==> src/rtl/audio_i2s_out_pkg.sv <==
// Shared audio definitions: sample width, I2S frame geometry and the
// signed 16-bit saturation used wherever two samples are summed.
package audio_i2s_out_pkg;

    localparam int AUDIO_SAMPLE_W = 16;
    localparam int I2S_SLOTS      = 32;

    typedef logic [AUDIO_SAMPLE_W-1:0] sample_t;

    // A 17-bit two's-complement sum overflows exactly when its top two bits differ.
    function automatic sample_t sat16(input logic [AUDIO_SAMPLE_W:0] sum);
        if (sum[AUDIO_SAMPLE_W] != sum[AUDIO_SAMPLE_W-1]) begin
            return sum[AUDIO_SAMPLE_W] ? 16'h8000 : 16'h7FFF;
        end
        return sum[AUDIO_SAMPLE_W-1:0];
    endfunction

endpackage

==> src/rtl/audio_sat_add.sv <==
// Combinational signed 16+16 -> 16 adder that clamps to the sample range
// instead of wrapping.
module audio_sat_add
    import audio_i2s_out_pkg::*;
(
    input  logic [15:0] a,
    input  logic [15:0] b,
    output logic [15:0] y
);

    logic [AUDIO_SAMPLE_W:0] sum;

    always_comb begin
        sum = {a[AUDIO_SAMPLE_W-1], a} + {b[AUDIO_SAMPLE_W-1], b};
        y   = sat16(sum);
    end

endmodule

==> src/rtl/audio_i2s_out.sv <==
// PSG/PCM stereo mixer and Philips I2S serialiser; also produces the
// once-per-frame next_sample tick that paces the upstream sources.
module audio_i2s_out
    import audio_i2s_out_pkg::*;
#(
    parameter int CLKS_PER_HALF_BCK = 8
) (
    input  logic        clk,
    input  logic        rst,
    input  logic [15:0] psg_left,
    input  logic [15:0] psg_right,
    input  logic [15:0] pcm_left,
    input  logic [15:0] pcm_right,
    input  logic        mute,
    output logic        next_sample,
    output logic        i2s_bck,
    output logic        i2s_lrck,
    output logic        i2s_data
);

    localparam int DIV_MAX = 2 * CLKS_PER_HALF_BCK - 1;
    localparam int DIV_W   = $clog2(2 * CLKS_PER_HALF_BCK);

    logic [DIV_W-1:0] div_cnt;
    logic [DIV_W-1:0] div_next;
    logic [4:0]       slot_cnt;
    logic [4:0]       slot_next;
    logic [31:0]      shift_reg;
    logic [31:0]      shift_src;
    logic [31:0]      load_word;
    logic             delay_bit;
    logic             fall;
    logic             frame_start;
    logic             bck_next;
    sample_t          sum_l;
    sample_t          sum_r;

    audio_sat_add u_sat_l (
        .a (psg_left),
        .b (pcm_left),
        .y (sum_l)
    );

    audio_sat_add u_sat_r (
        .a (psg_right),
        .b (pcm_right),
        .y (sum_r)
    );

    // The frame-start load feeds the shifter in the same cycle, so the left
    // MSB lands in the delay bit immediately and reaches the pin one BCK later.
    always_comb begin
        fall        = (div_cnt == DIV_W'(DIV_MAX));
        div_next    = fall ? '0 : div_cnt + 1'b1;
        bck_next    = (div_next >= DIV_W'(CLKS_PER_HALF_BCK));
        slot_next   = slot_cnt + 5'd1;
        frame_start = fall && (slot_cnt == 5'(I2S_SLOTS - 1));
        load_word   = mute ? 32'h0 : {sum_l, sum_r};
        shift_src   = frame_start ? load_word : shift_reg;
    end

    always_ff @(posedge clk or posedge rst) begin
        if (rst) begin
            div_cnt     <= '0;
            slot_cnt    <= '0;
            shift_reg   <= '0;
            delay_bit   <= 1'b0;
            next_sample <= 1'b0;
            i2s_bck     <= 1'b0;
            i2s_lrck    <= 1'b0;
            i2s_data    <= 1'b0;
        end else begin
            div_cnt     <= div_next;
            i2s_bck     <= bck_next;
            next_sample <= frame_start;
            if (fall) begin
                slot_cnt  <= slot_next;
                i2s_lrck  <= (slot_next >= 5'(I2S_SLOTS / 2));
                i2s_data  <= delay_bit;
                delay_bit <= shift_src[31];
                shift_reg <= {shift_src[30:0], 1'b0};
            end
        end
    end

endmodule

==> config.mk <==
export PLATFORM = sky130hd
export DESIGN_NAME = audio_i2s_out
export DESIGN_NICKNAME = d
export VERILOG_FILES = /design/src/rtl/audio_i2s_out_pkg.sv /design/src/rtl/audio_sat_add.sv /design/src/rtl/audio_i2s_out.sv
export SDC_FILE = /design/constraint.sdc
export NUM_CORES = 1
export LEC_CHECK = 0
export BUFFER_PORTS_ARGS = -buffer_cell sky130_fd_sc_hd__clkbuf_2
export CAP_MARGIN = 20
export CORE_UTILIZATION = 45
export DETAILED_ROUTE_END_ITERATION = 6
export PLACE_DENSITY = 0.67
export REMOVE_ABC_BUFFERS = 1
export SETUP_SLACK_MARGIN = 0.4
export SLEW_MARGIN = 20
export SYNTH_ARGS = -nofsm -noshare
export SYNTH_HDL_FRONTEND = slang
export SYNTH_SLANG_ARGS = --single-unit
==> constraint.sdc <==
create_clock -name clk -period 4.3 [get_ports clk]
set_input_delay 0.43 -clock clk [delete_from_list [all_inputs] [get_ports clk]]
set_output_delay 0.43 -clock clk [all_outputs]
set_load 0.05 [all_outputs]
==> results.py <==
metrics = {
    "global_route": {
        "grt_start_max_net_pins": 44,
        "antenna_found_initial": 0,
        "grt_pass1_wl_um": 12800,
        "track_usage_pct": 18.5,
        "grt-ovfl-total": 0,
        "grt_pass1_vias": 3004,
    },
    "finish": {
        "syn2layout_area_growth_pct": 15.2,
        "diodes": 0,
        "drive_above_1_share_pct": 20.8,
        "postLayoutCoreUtil_pct": 54.9,
        "largest_register_ffs": 31,
        "design_area_um2": 4070,
        "fin_nets": 585,
        "stdcell_count": 579,
        "num-fill-cells": 683,
    },
    "clock_tree": {
        "cts_tree": "done",
        "clockRootBuffer": "clkbuf_8",
        "clkSinkCount": 43,
        "clk_latency_ns": 0.31,
        "post_cts.repair.setup_buffers": 0,
        "cts_buffer_depth": 2,
        "cts-resized-gates": 0,
        "h-tree-depth": 2,
        "hold_buffers": 0,
        "cts_inserted_buffers": 5,
        "clk_pin_slew_ns": 0.09,
    },
    "sta": {
        "slew_viol_final": 0,
        "tns_ns": 0,
        "tightest_slew_ns": 0.840,
        "finalSetupViolCount": 0,
        "fmax_mhz": 284,
        "finalCriticalPeriod_ns": 3.52,
        "finalCritPeriodShare_pct": 82.0,
        "finClkSkew_ns": 0.0154,
        "relSlewSlack_pct": 43.9,
        "rsz0062_at_grt": "false",
        "hold_violations": 0,
    },
    "placed_design": {
        "dpl.hpwl_um": 5440,
        "io_buffers": 70,
        "post_dp_cell_area_um2": 3980,
        "dpl.cell_count": 571,
        "gp_congestion": 0.837,
    },
    "die": {
        "rows": 31,
        "io_pins": 71,
        "fp.dieH_um": 90.6,
        "core_area_um2": 7410,
        "dieArea_um2": 8200,
        "start_util_pct": 47.6,
        "fp.dieW_um": 90.6,
    },
    "critical_path": {
        "reg2regPathDepth": 9,
        "crit_type": "in2reg",
        "crit_family": "compound AO/OA/AOI/OAI gates",
        "crit_buf_inv": 1,
        "crit_fanout": 16,
        "rr_startpoint": "slot_cnt[0]",
        "cp.depth": 14,
        "worstSetupStartpointType": "input pin",
        "cp-end-kind": "flop",
        "cp.required_ns": 4.53,
        "reg2reg_to": "shift_reg[13]",
        "path_cells": "clkbuf_2 > ha_1 > a211o_1 > o211ai_1 > a21oi_2 > a211o_2 > a221o_1 > a21o_1 > a21oi_2 > xnor2_1 > ha_1 > a21boi_4 > o21ai_0 > a31oi_1",
        "startpoint": "psg_right[1]",
        "crit_path_max_incr_delay_ns": 0.49,
        "slowest_stage": "ha_1",
        "arrival_ns": 3.76,
        "r2r_slack_ns": 1.75,
    },
    "yosys": {
        "ys_warn_count": 0,
        "ys_seq_area_share_pct": 30.5,
        "synth_edf_count": 0,
        "netlist.area_leader.share_pct": 30.5,
        "synth-main-ff-cell": "dfrtp_1",
        "netlist_area_um2": 3530,
        "synth-async-reset-ratio_pct": 100,
        "synth_area_leaders": "dfrtp_1 30%, ha_1 13%, a21oi_1 6.2%, xnor2_1 5.0%, nor2_1 4.6%",
        "synth.ff_latch_count": 43,
        "synth_common_cells": "44 x a21oi_1, 43 x dfrtp_1, 43 x nor2_1",
        "syn_area_per_cell_um2": 8.59,
        "yosysTopAreaCell": "dfrtp_1",
        "synth_most_common_cell": "a21oi_1",
        "yosys.cell_types.count": 46,
        "syn_inst": 411,
    },
    "min_path": {
        "min_path_type": "in2async",
    },
    "power": {
        "power_frac_comb_pct": 32.9,
        "intPower_uw": 659,
        "vdd_ir_drop_max_v": 0.000113,
        "power.total_uw": 983,
        "power.switching_uw": 324,
        "p_per_area_nw_per_um2": 242,
        "p_seq_share_pct": 41.1,
        "power.leakage_uw": 0.00183,
        "swShare_pct": 33.0,
        "pwr-share-clk_pct": 26.0,
    },
    "route": {
        "drtPass1Iterations": 5,
        "wl_um": 7190,
        "drc": 0,
        "vias": 3194,
        "post_drt_wl_per_cell_um": 12.4,
        "first_iter_violations": 113,
        "viasPerCell": 5.52,
        "ant_nets": 0,
    },
    "run": {
        "maxCapViolCount": 0,
    },
    "outcome": {
        "status": "finished, final reports clean",
    },
}
## metal layers
metal  part of all wire (%)  global-route usage (%)  wire, um
met1                     50                    24.7      3570
met2                     46                    30.9      3330
met3                    3.2                    3.37       233
met4                   0.77                    4.70        55
met5                      0                       0         0
## power groups by stage
| stage | Sequential, uW | Combinational [uW] | Clock (uW) |
|---|---|---|---|
| 2_1_floorplan | 412 | 235 | 0 |
| 3_3_place_gp | 412 | 318 | 0 |
| 3_5_place_dp | 412 | 323 | 0 |
| 4_1_cts | 404 | 325 | 258 |
| 5_1_grt | 404 | 365 | 280 |
| 6_report | 404 | 324 | 255 |
## worst reg2reg max path, delay by kind of cell (launching register included)
family,cells,cell delay (ns)
AOI/OAI and AO/OA,3,0.78
adders and majority gates,2,0.33
buffers and inverters,1,0.31
DFF,1,0.39
and+or+nand+nor,3,0.67
## worst max-delay path by stage
stage | to | slack (ns)
global route | shift_reg[13] | 0.56
CTS | shift_reg[13] | 0.62
finish | shift_reg[13] | 0.78
detailed placement | shift_reg[13] | 0.31
floorplan | shift_reg[11] | 0.89
global placement | shift_reg[2] | 0.45
## layout make-up
cell class,count,area (um^2),share of cell area (%)
clock buffer,7,76.3,1.88
tap,99,124,3.05
clock inverter,1,5.00,0.123
multi-input combinational,350,2380,58.6
inverter,4,15.0,0.369
sequential,43,1080,26.5
timing repair buffer,75,388,9.54
## kinds of logic after synthesis
| group | synth area share, % |
|---|---|
| adders and majority gates | 14.3 |
| AOI/OAI and AO/OA | 24.9 |
| muxes | 0.567 |
| xor gates and xnor gates | 7.44 |
| and+or+nand+nor | 20.1 |
| DFF | 30.5 |
| buffers and inverters | 2.27 |
## placed cells by master (no fill, tap or decap), types with 4 or more instances in the layout
cell type and count:
nor3b_1 18, nand2_1 34, clkbuf_2 70, nor2_1 43, nor2b_1 4, xor2_1 10
clkbuf_8 5, o21ai_2 11, buf_4 5, xnor2_1 20, inv_1 4, a21oi_1 44
dfrtp_1 43, nand2b_1 15, o21a_1 5, nand3_1 9, ha_1 37, and3_1 7
a31oi_1 12, a21o_1 8, nor3_1 4, o21ai_0 32
## metrics by stage
| stage | hold WS [ns] | worst slack, ns |
|---|---|---|
| 2_1_floorplan | 0.438 | 0.892 |
| 3_3_place_gp | 0.452 | 0.446 |
| 3_5_place_dp | 0.464 | 0.315 |
| 4_1_cts | 0.270 | 0.619 |
| 5_1_grt | 0.294 | 0.560 |
| 6_report | 0.250 | 0.775 |
(Power assumes the default switching activity.)
